<file path="src/rtl/gpu_gfx_pkg.sv">
// Shared graphics definitions: default resolution, pixel/address types and the
// fill-engine state encoding.
package gpu_gfx_pkg;

  localparam int unsigned H_RES_DEFAULT   = 640;
  localparam int unsigned V_RES_DEFAULT   = 480;
  localparam int unsigned COORD_W_DEFAULT = 10;
  localparam int unsigned ADDR_W_DEFAULT  = 19;
  localparam int unsigned PIX_W_DEFAULT   = 24;

  typedef logic [PIX_W_DEFAULT-1:0]  pixel_t;
  typedef logic [ADDR_W_DEFAULT-1:0] fb_addr_t;

  typedef enum logic [1:0] {
    IDLE,
    RUN,
    DONE,
    ERR
  } fill_state_t;

endpackage

</file>
<file path="src/rtl/gpu_fill_engine_if.sv">
// Fill-request, rasterizer and framebuffer-write signals of the fill engine.
// The master drives requests and rasterizer writes; the slave is the engine.
interface gpu_fill_engine_if
  import gpu_gfx_pkg::*;
#(
  parameter int unsigned COORD_W = COORD_W_DEFAULT,
  parameter int unsigned ADDR_W  = ADDR_W_DEFAULT,
  parameter int unsigned PIX_W   = PIX_W_DEFAULT
);

  logic               fill_start;
  logic               fill_abort;
  logic [COORD_W-1:0] fill_x0;
  logic [COORD_W-1:0] fill_y0;
  logic [COORD_W-1:0] fill_x1;
  logic [COORD_W-1:0] fill_y1;
  logic [PIX_W-1:0]   fill_color;
  logic               fill_busy;
  logic               fill_done;
  logic               fill_err;
  logic [ADDR_W-1:0]  rast_addr;
  logic [PIX_W-1:0]   rast_data;
  logic               rast_write;
  logic [ADDR_W-1:0]  fb_wr_addr;
  logic [PIX_W-1:0]   fb_wr_data;
  logic               fb_wr_enable;

  modport master (
    output fill_start, fill_abort, fill_x0, fill_y0, fill_x1, fill_y1, fill_color,
    output rast_addr, rast_data, rast_write,
    input  fill_busy, fill_done, fill_err,
    input  fb_wr_addr, fb_wr_data, fb_wr_enable
  );

  modport slave (
    input  fill_start, fill_abort, fill_x0, fill_y0, fill_x1, fill_y1, fill_color,
    input  rast_addr, rast_data, rast_write,
    output fill_busy, fill_done, fill_err,
    output fb_wr_addr, fb_wr_data, fb_wr_enable
  );

endinterface

</file>
<file path="src/rtl/fb_write_arbiter.sv">
// Fixed-priority 2:1 framebuffer write mux (rasterizer over fill) with the
// registered write port.
module fb_write_arbiter #(
  parameter int unsigned ADDR_W = 19,
  parameter int unsigned PIX_W  = 24
) (
  input  logic              clk_i,
  input  logic              rst_ni,
  input  logic              rast_write_i,
  input  logic [ADDR_W-1:0] rast_addr_i,
  input  logic [PIX_W-1:0]  rast_data_i,
  input  logic              fill_req_i,
  input  logic [ADDR_W-1:0] fill_addr_i,
  input  logic [PIX_W-1:0]  fill_data_i,
  output logic              fill_gnt_o,
  output logic [ADDR_W-1:0] fb_wr_addr_o,
  output logic [PIX_W-1:0]  fb_wr_data_o,
  output logic              fb_wr_enable_o
);

  logic [ADDR_W-1:0] addr_d, addr_q;
  logic [PIX_W-1:0]  data_d, data_q;
  logic              en_d, en_q;

  always_comb begin
    fill_gnt_o = ~rast_write_i;
    addr_d     = addr_q;
    data_d     = data_q;
    en_d       = 1'b0;
    if (rast_write_i) begin
      addr_d = rast_addr_i;
      data_d = rast_data_i;
      en_d   = 1'b1;
    end else if (fill_req_i) begin
      addr_d = fill_addr_i;
      data_d = fill_data_i;
      en_d   = 1'b1;
    end
  end

  always_ff @(posedge clk_i) begin
    if (!rst_ni) begin
      addr_q <= '0;
      data_q <= '0;
      en_q   <= 1'b0;
    end else begin
      addr_q <= addr_d;
      data_q <= data_d;
      en_q   <= en_d;
    end
  end

  assign fb_wr_addr_o   = addr_q;
  assign fb_wr_data_o   = data_q;
  assign fb_wr_enable_o = en_q;

endmodule

</file>
<file path="src/rtl/gpu_fill_engine.sv">
// Rectangle-fill engine: request clamping/validation, raster-order pixel
// counters and the fill FSM, feeding the shared framebuffer write arbiter.
module gpu_fill_engine
  import gpu_gfx_pkg::*;
#(
  parameter int unsigned H_RES   = H_RES_DEFAULT,
  parameter int unsigned V_RES   = V_RES_DEFAULT,
  parameter int unsigned COORD_W = COORD_W_DEFAULT,
  parameter int unsigned ADDR_W  = ADDR_W_DEFAULT,
  parameter int unsigned PIX_W   = PIX_W_DEFAULT
) (
  input logic               clk_sys,
  input logic               rst_n,
  gpu_fill_engine_if.slave  fe_if
);

  localparam logic [COORD_W-1:0] XMax     = COORD_W'(H_RES - 1);
  localparam logic [COORD_W-1:0] YMax     = COORD_W'(V_RES - 1);
  localparam logic [ADDR_W-1:0]  HResAddr = ADDR_W'(H_RES);

  fill_state_t        state_d, state_q;
  logic [COORD_W-1:0] x0_d, x0_q, x1_d, x1_q, y1_d, y1_q;
  logic [COORD_W-1:0] cx_d, cx_q, cy_d, cy_q;
  logic [ADDR_W-1:0]  row_base_d, row_base_q;
  logic [PIX_W-1:0]   color_d, color_q;

  logic [COORD_W-1:0] x1_clamp, y1_clamp;
  logic               req_bad;
  logic               fill_req, fill_gnt, last_pix;
  logic [ADDR_W-1:0]  fill_addr;

  assign fill_req  = (state_q == RUN);
  assign fill_addr = row_base_q + ADDR_W'(cx_q);
  assign last_pix  = (cx_q == x1_q) && (cy_q == y1_q);

  always_comb begin
    state_d    = state_q;
    x0_d       = x0_q;
    x1_d       = x1_q;
    y1_d       = y1_q;
    cx_d       = cx_q;
    cy_d       = cy_q;
    row_base_d = row_base_q;
    color_d    = color_q;

    x1_clamp = (fe_if.fill_x1 > XMax) ? XMax : fe_if.fill_x1;
    y1_clamp = (fe_if.fill_y1 > YMax) ? YMax : fe_if.fill_y1;
    req_bad  = (fe_if.fill_x0 > x1_clamp) || (fe_if.fill_y0 > y1_clamp) ||
               (fe_if.fill_x0 > XMax) || (fe_if.fill_y0 > YMax);

    unique case (state_q)
      IDLE: begin
        if (fe_if.fill_start) begin
          x0_d       = fe_if.fill_x0;
          x1_d       = x1_clamp;
          y1_d       = y1_clamp;
          cx_d       = fe_if.fill_x0;
          cy_d       = fe_if.fill_y0;
          row_base_d = ADDR_W'(fe_if.fill_y0) * HResAddr;
          color_d    = fe_if.fill_color;
          state_d    = req_bad ? ERR : RUN;
        end
      end
      RUN: begin
        // Counters only move on cycles where the arbiter took the fill pixel.
        if (fill_gnt) begin
          if (last_pix) begin
            state_d = DONE;
          end
          if (cx_q == x1_q) begin
            cx_d       = x0_q;
            cy_d       = cy_q + COORD_W'(1);
            row_base_d = row_base_q + HResAddr;
          end else begin
            cx_d = cx_q + COORD_W'(1);
          end
        end
        if (fe_if.fill_abort) begin
          state_d = IDLE;
        end
      end
      DONE, ERR: state_d = IDLE;
      default:   state_d = IDLE;
    endcase
  end

  always_ff @(posedge clk_sys) begin
    if (!rst_n) begin
      state_q    <= IDLE;
      x0_q       <= '0;
      x1_q       <= '0;
      y1_q       <= '0;
      cx_q       <= '0;
      cy_q       <= '0;
      row_base_q <= '0;
      color_q    <= '0;
    end else begin
      state_q    <= state_d;
      x0_q       <= x0_d;
      x1_q       <= x1_d;
      y1_q       <= y1_d;
      cx_q       <= cx_d;
      cy_q       <= cy_d;
      row_base_q <= row_base_d;
      color_q    <= color_d;
    end
  end

  assign fe_if.fill_busy = (state_q == RUN);
  assign fe_if.fill_done = (state_q == DONE);
  assign fe_if.fill_err  = (state_q == ERR);

  fb_write_arbiter #(
    .ADDR_W (ADDR_W),
    .PIX_W  (PIX_W)
  ) u_arb (
    .clk_i          (clk_sys),
    .rst_ni         (rst_n),
    .rast_write_i   (fe_if.rast_write),
    .rast_addr_i    (fe_if.rast_addr),
    .rast_data_i    (fe_if.rast_data),
    .fill_req_i     (fill_req),
    .fill_addr_i    (fill_addr),
    .fill_data_i    (color_q),
    .fill_gnt_o     (fill_gnt),
    .fb_wr_addr_o   (fe_if.fb_wr_addr),
    .fb_wr_data_o   (fe_if.fb_wr_data),
    .fb_wr_enable_o (fe_if.fb_wr_enable)
  );

endmodule

</file>
<file path="src/flat_wrapper.sv">
// flat-port wrapper written by rule: the top's interface ports become plain ports
module gpu_fill_engine_flat import gpu_gfx_pkg::*;
#(
  parameter int unsigned H_RES   = H_RES_DEFAULT,
  parameter int unsigned V_RES   = V_RES_DEFAULT,
  parameter int unsigned COORD_W = COORD_W_DEFAULT,
  parameter int unsigned ADDR_W  = ADDR_W_DEFAULT,
  parameter int unsigned PIX_W   = PIX_W_DEFAULT
)
  (clk_sys, rst_n, fe_if_fill_start, fe_if_fill_abort, fe_if_fill_x0, fe_if_fill_y0, fe_if_fill_x1, fe_if_fill_y1, fe_if_fill_color, fe_if_rast_addr, fe_if_rast_data, fe_if_rast_write, fe_if_fill_busy, fe_if_fill_done, fe_if_fill_err, fe_if_fb_wr_addr, fe_if_fb_wr_data, fe_if_fb_wr_enable);
  gpu_fill_engine_if #(.COORD_W(COORD_W), .ADDR_W(ADDR_W), .PIX_W(PIX_W)) fe_if_i ();
  input logic clk_sys;
  input logic rst_n;
  input wire logic [$bits(fe_if_i.fill_start)-1:0] fe_if_fill_start;
  input wire logic [$bits(fe_if_i.fill_abort)-1:0] fe_if_fill_abort;
  input wire logic [$bits(fe_if_i.fill_x0)-1:0] fe_if_fill_x0;
  input wire logic [$bits(fe_if_i.fill_y0)-1:0] fe_if_fill_y0;
  input wire logic [$bits(fe_if_i.fill_x1)-1:0] fe_if_fill_x1;
  input wire logic [$bits(fe_if_i.fill_y1)-1:0] fe_if_fill_y1;
  input wire logic [$bits(fe_if_i.fill_color)-1:0] fe_if_fill_color;
  input wire logic [$bits(fe_if_i.rast_addr)-1:0] fe_if_rast_addr;
  input wire logic [$bits(fe_if_i.rast_data)-1:0] fe_if_rast_data;
  input wire logic [$bits(fe_if_i.rast_write)-1:0] fe_if_rast_write;
  output wire logic [$bits(fe_if_i.fill_busy)-1:0] fe_if_fill_busy;
  output wire logic [$bits(fe_if_i.fill_done)-1:0] fe_if_fill_done;
  output wire logic [$bits(fe_if_i.fill_err)-1:0] fe_if_fill_err;
  output wire logic [$bits(fe_if_i.fb_wr_addr)-1:0] fe_if_fb_wr_addr;
  output wire logic [$bits(fe_if_i.fb_wr_data)-1:0] fe_if_fb_wr_data;
  output wire logic [$bits(fe_if_i.fb_wr_enable)-1:0] fe_if_fb_wr_enable;
  assign fe_if_i.fill_start = fe_if_fill_start;
  assign fe_if_i.fill_abort = fe_if_fill_abort;
  assign fe_if_i.fill_x0 = fe_if_fill_x0;
  assign fe_if_i.fill_y0 = fe_if_fill_y0;
  assign fe_if_i.fill_x1 = fe_if_fill_x1;
  assign fe_if_i.fill_y1 = fe_if_fill_y1;
  assign fe_if_i.fill_color = fe_if_fill_color;
  assign fe_if_i.rast_addr = fe_if_rast_addr;
  assign fe_if_i.rast_data = fe_if_rast_data;
  assign fe_if_i.rast_write = fe_if_rast_write;
  assign fe_if_fill_busy = fe_if_i.fill_busy;
  assign fe_if_fill_done = fe_if_i.fill_done;
  assign fe_if_fill_err = fe_if_i.fill_err;
  assign fe_if_fb_wr_addr = fe_if_i.fb_wr_addr;
  assign fe_if_fb_wr_data = fe_if_i.fb_wr_data;
  assign fe_if_fb_wr_enable = fe_if_i.fb_wr_enable;
  gpu_fill_engine #(.H_RES(H_RES), .V_RES(V_RES), .COORD_W(COORD_W), .ADDR_W(ADDR_W), .PIX_W(PIX_W)) u_core (.clk_sys(clk_sys), .rst_n(rst_n), .fe_if(fe_if_i));
endmodule
</file>
<file path="config.mk">
export PLATFORM = sky130hd
export DESIGN_NAME = gpu_fill_engine_flat
export DESIGN_NICKNAME = d
export VERILOG_FILES = /design/src/rtl/gpu_gfx_pkg.sv /design/src/rtl/gpu_fill_engine_if.sv /design/src/rtl/fb_write_arbiter.sv /design/src/rtl/gpu_fill_engine.sv /design/src/flat_wrapper.sv
export SDC_FILE = /design/constraint.sdc
export NUM_CORES = 1
export LEC_CHECK = 0
export ABC_AREA = 1
export CAP_MARGIN = 20
export CORE_MARGIN = 4
export CORE_UTILIZATION = 35
export DETAILED_ROUTE_END_ITERATION = 8
export PLACE_DENSITY_LB_ADDON = 0.3
export SLEW_MARGIN = 20
export SYNTH_ARGS = -nofsm -noshare
export SYNTH_HDL_FRONTEND = slang
export SYNTH_SLANG_ARGS = --single-unit
</file>
<file path="constraint.sdc">
create_clock -name clk_sys -period 2.5 [get_ports clk_sys]
set_clock_uncertainty 0.2 [all_clocks]
set_input_delay 0.5 -clock clk_sys [delete_from_list [all_inputs] [get_ports clk_sys]]
set_output_delay 0.5 -clock clk_sys [all_outputs]
set_load 0.02 [all_outputs]
</file>
==> out/qor.csv <==
metric;value;unit
outcome;complete, no violations;
DIE WIDTH;153;um
synthesized area;0.00740;mm^2
Worst setup EP type;output pin;
largest family of logic cells by synthesized area;simple AND/OR/NAND/NOR gates;
WL met2;9550;um
initial core utilization;36.1;%
total chip power;6.72;mW
top-area cell type share of the netlist area;35.7;%
DRT iter0 DRCs;449;
IO Port Bufs;158;
syn avg cell area;6.56;um^2
share of layout cells above drive strength 1;9.63;%
hpwl dp;16400;um
Via Count;7840;
Peak VDD IR;0.467;mV
CP max-delay cell;clkdlybuf4s50_1;
fin util;50.0;%
Rel. slew slack;30.6;%
vias in the first global route;7344;
Mapped Nets;1283;
gp weighted congestion;0.880;
root buf cell;clkbuf_16;
setup violators final;0;
Hold Path Class;flip-flop to flip-flop;
Hold EP;u_core.x0_q[0];
final instance count without filler cells;1600;
Clk Latency, worst-skew pair;0.42;ns
leakage;4.46;nW
xor and xnor area share after synthesis;0.946;%
die area;0.0235;mm^2
GRT Residual Overflow;0;
fin crit share;96.3;%
Post-Synthesis Cells;1128;
actual slew at the worst max-slew pin;1.04;ns
Final min period;2.41;ns
CORE AREA;0.0205;mm^2
CP Cell Sequence;nor2_4 -> clkdlybuf4s50_1;
CTS Buf Count;17;
Fin. Hold Viols;0;
Post-Synth Adder-Cell Area;7.37;%
proportion of synthesized chip area in sequential cells;35.7;%
DP Area;0.00962;mm^2
met1 WL;11400;um
post-route ant nets;0;
Syn. warnings;0;
crit path launch type;flip-flop;
Die Span Y;153;um
number of remaining DRC errors;0;
largest net degree at the start of global routing;61;
CP arrival;1.71;ns
Worst R2R Path Depth;13;
fill count;2140;
FP Rows;52;
CTS clk-pin slew, worst paths;0.06;ns
Hold Path Depth;2;
H-Tree Level Count;4;
Synth Area in Simple Gates;30.5;%
HP Start;u_core.x0_q[0];
Routed WL;22500;um
max-cap viol count;0;
CP max stage delay;0.67;ns
mux contribution to synthesized area;0;%
Final Cell Area;0.0103;mm^2
Vias per Instance;4.90;
critical path class;flip-flop to output pin;
power per standard cell area;655;mW/mm^2
All-Layer GR Usage;18.9;%
critical path data required time;1.80;ns
RSZ-0062 raised after global routing;true;
Detail Route met3 WL;1200;um
CTS tree;done;
commonest non-fill, non-tap cell in the layout;nand2_1;
Max clock buf depth;2;
initial antenna violation count;1;
DP Cell Count;1567;
CTS Sinks;132;
storage element area;0.00264;mm^2
wire length per cell;14.0;um
synthesis-stage register bit count;132;
commonest non-fill, non-tap cells in the layout;nand2_1, clkdlybuf4s50_1, dfxtp_1;
I/O pin cnt;159;
Multi-input gate area;0.00419;mm^2
Top Metal Used;met4;
area fraction in compound gates after synthesis;17.1;%
Synth cell types;31;
Pins Over Slew Limit;0;
CP max FO;6;
First-pass DRT Iterations;5;
synth top area cells;dfxtp_1, nand2_1, ha_1;
global-route wire length before repair;36700;um
cell taking the most area after synthesis;dfxtp_1;
Nets;1471;
area delta synth->final;38.5;%
max frequency;0.415;GHz
Reg-to-Reg End;u_core.row_base_q[12];
RR Startpoint;u_core.cx_q[3];
R2R Setup Slk;0.23;ns
flip-flops by register name, indices dropped and copies added, names as in the netlist:
signal and cells:
u_core.color_q 24, u_core.cx_q 10, u_core.cy_q 10, u_core.row_base_q 12, u_core.state_q 2, u_core.u_arb.fb_wr_addr_o 19
u_core.u_arb.fb_wr_data_o 24, u_core.u_arb.fb_wr_enable_o 1, u_core.x0_q 10, u_core.x1_q 10, u_core.y1_q 10
where the power goes:
| part | total (mW) | internal (mW) | switching (mW) |
|---|---|---|---|
| sequential | 2.51 | 2.33 | 0.182 |
| clock | 2.50 | 1.42 | 1.08 |
| combinational | 1.71 | 0.746 | 0.964 |
through the flow:
stage	setup TNS, ns	worst slack (ns)	hold WS (ns)
floorplan	0	0.145	0.230
global placement	-2.48	-0.449	0.238
detailed placement	-2.70	-0.463	0.245
CTS	0	0.0104	0.253
global route	-0.0307	-0.0307	0.283
finish	0	0.0914	0.253
cell type report:
cell class	count	share of cell area [%]
diodes	1	0.0244
clock buffers	17	4.15
clock inverters	15	1.62
inverters	105	3.84
multi-input cells	837	40.8
flip-flops and latches	132	25.8
well taps	270	3.29
repair buffers	223	20.5
critical path, delay by kind of cell (launching register included):
kind / cells / cell delay [ns]
buffers and inverters: 1 / 0.67
AND/OR/NAND/NOR: 1 / 0.27
flip-flops: 1 / 0.35
routing by layer:
metal  vias up  GRT usage [%]
met3        25           3.34
met2       226           28.7
li1       4087              -
met5         -              0
met4         0           5.59
met1      3502           27.3
what timing repair did:
| item | CTS | global route |
|---|---|---|
| hold endpoints to repair | 0 | 0 |
| gates resized for setup | 2 | 14 |
| hold buffers | 0 | 0 |
| pin swaps | 0 | 3 |
| setup endpoints to repair | 1 | 13 |
| setup buffers | 0 | 0 |
cells in the mapped netlist (all sizes together):
library cell,instances
o21ai,97
clkinv,1
conb,1
o21bai,9
a21o,3
nor3,8
dfxtp,132
nand3,75
ha,42
nand2,318
a22oi,3
nand4,16
xnor2,3
or2,1
a21oi,76
xor2,5
inv,104
fa,1
a31oi,43
buf,9
o31ai,1
nor2,135
clkbuf,45
how the worst max path moves through the flow:
stage                            from                    end  slack (ns)  cells past startpoint
floorplan            fe_if_fill_y0[1]  u_core.row_base_q[16]        0.15                     10
global placement     fe_if_fill_y0[1]  u_core.row_base_q[16]       -0.45                     11
detailed placement   fe_if_fill_y0[1]  u_core.row_base_q[16]       -0.46                     11
CTS                  fe_if_fill_y0[1]  u_core.row_base_q[16]        0.01                     11
global route         fe_if_fill_y0[3]  u_core.row_base_q[16]       -0.03                     11
finish              u_core.state_q[1]        fe_if_fill_busy        0.09                      2
cell families after synthesis:
| logic type | Yosys count |
|---|---|
| compound gates | 232 |
| xor+xnor | 8 |
| fa+ha+maj | 43 |
| buf+inv | 159 |
| flops | 132 |
| other cells | 1 |
| simple gates | 553 |
No activity file was read; power rests on OpenSTA's default activity.
==> RTL change (config.mk and constraints unchanged) <==
The 4 states of `fill_state_t` get a Gray code encoding in 2 bits.
--- a/src/rtl/gpu_gfx_pkg.sv
+++ b/src/rtl/gpu_gfx_pkg.sv
@@ -14,6 +14,6 @@
   typedef enum logic [1:0] {
-    IDLE,
-    RUN,
-    DONE,
-    ERR
+    IDLE = 2'b00,
+    RUN  = 2'b01,
+    DONE = 2'b11,
+    ERR  = 2'b10
   } fill_state_t;
Function: same outputs for any inputs over 4 cycles, from zero or initial values and one cycle with rst_n low; so few cycles prove little.
==> RTL change against the unedited design <==
  * Synthesized area is 0.79% higher
  * Via count is 1.0% higher
  * Final area is 0.82% higher
  * Worst hold slack worse by 0.0019 ns
  * Sequential cell count stayed put
  * Worst setup slack better by 0.0052 ns
  * Wire length is 3.5% higher
  * Total power is 2.2% higher
  * Largest cell class unchanged
  * Highest routed layer unchanged
==> RTL change: results (changes against the unedited design) <==
| Metric | Value |
|---|---|
| Worst min-delay path endpoint | u_core.x0_q[1]$_SDFFE_PN0P_ |
| Post-placement cell count | 1576 (+0.57%) |
| Min-Delay Startpoint | u_core.x0_q[1]$_SDFFE_PN0P_ |
| Number of fill cells | 2078 (-2.9%) |
| Half-perimeter wire length after placement | 17100 um (+4.4%) |
| Number of DRC markers in iteration 0 | 496 (+10%) |
| Number of detailed-route iterations in the first pass | 7 (+2) |
| Routability Congestion | 0.882 (+0.17%) |
| Maximum number of pins on one net before global-route repair | 59 (-3.3%) |
| Last element of the critical path | u_core.row_base_q[16]$_SDFFE_PN0P_ |
| Average vias per placed instance | 4.92 (+0.48%) |
| Top cells by area, synth | dfxtp_1 35%, nand2_1 16%, ha_1 7.0% |
| Post-DP Area | 0.00969 sq mm (+0.70%) |
| Minimum hold slack | 0.251 ns (-0.00192 ns) |
| Total Routed Length | 23200 um (+3.5%) |
| Share of the yosys chip area belonging to registers | 35.4% (-0.28 points) |
| Outcome | finished, final reports clean |
| Global router's overall resource usage | 19.4% (+0.58 points) |
| Synthesized netlist net count | 1288 (+0.39%) |
| Post-synth top cells | 309 x nand2_1, 132 x dfxtp_1, 128 x nor2_1 |
| Length in cells of the worst reg-to-reg path | 10 (-3) |
| Wire length of the first global-routing pass | 37800 um (+3.1%) |
| Leakage dissipation | 4.55 nW (+2.0%) |
| Startpoint of the most critical setup path | fe_if_fill_y0[3] |
| Synthesized area per cell | 6.59 sq um (+0.35%) |
| FF-to-FF setup slack | 0.27 ns (+0.04 ns) |
| Delay of the slowest cell on the worst path | 0.52 ns (-0.15 ns) |
| CTS resizes | 3 (+1) |
| Ratio of cells with drive above 1 in the final layout | 9.30% (-0.33 points) |
| Arrival time of the worst setup path | 2.52 ns (+0.81 ns) |
| Total via count after detailed routing | 7922 (+1.0%) |
| Worst setup path category | input pin to flip-flop |
| Post-synth cell types | 34 (+9.7%) |
| Max VDD drop | 0.000473 V (+1.3%) |
| Crit Reg-Reg Endpoint | u_core.cy_q[3]$_SDFFE_PN0P_ |
| Layout net count | 1475 (+0.27%) |
| Crit Path Max Fanout | 4 (-2) |
| Worst-margin pin slew | 1.01 ns (-0.0341 ns) |
| Largest delay contributor family on the critical path | adder cells |
-- RTL change: cell count changes in the layout (fill, tap and decap cells not counted), sizes merged, moves of 2 or more --
| cell | change |
|---|---|
| nor2 | -4 |
| nand2 | -5 |
| a31oi | -5 |
| a22o | +3 |
| nand3 | -4 |
| a21oi | -3 |
| nor3 | +2 |
| inv | +12 |
| clkinv | +2 |
| clkinvlp | -2 |
| xor2 | +4 |
-- RTL change: stage by stage --
step	utilization (%)	setup slack, ns
final	49.2	0.0966
after global routing	49.2	-0.0388
after CTS	48.9	0.00364
after detailed placement	46.1	-0.527
after global placement	46.1	-0.449
after floorplan	-	0.114
-- RTL change: report_power, final --
part           internal [mW]  switching, mW
logic                  0.799           1.05
registers               2.35          0.196
clock network           1.34           1.14
total                   4.48           2.39
-- RTL change: metal layers --
| layer | global-route usage [%] | part of all wire (%) | up-vias |
|---|---|---|---|
| met1 | 27.1 | 48 | 3587 |
| met4 | 5.63 | 1.6 | 0 |
| met5 | 0 | 0 | - |
| li1 | - | - | 4080 |
| met3 | 4.56 | 6.4 | 22 |
| met2 | 30.0 | 44 | 233 |
-- RTL change: cell families (layout without fill, tap and decap cells) --
kind of cell,count (synthesis),in the layout,synth area share (%)
adder cells (fa/ha/maj),43,43,7.31
flip-flops,132,132,35.4
buffers and inverters,170,370,8.90
AND/OR/NAND/NOR,543,543,29.7
other,1,2,0.0503
AO/OA/AOI/OAI,232,232,17.2
XOR/XNOR,12,12,1.41
-- RTL change: layout make-up --
type	count	share of cell area (%)
clock buffers	17	4.11
inverters	116	4.21
diodes	1	0.0242
repair buffers	222	20.4
multi-input cells	831	40.8
well taps	275	3.33
flip-flops and latches	132	25.6
clock inverters	15	1.57
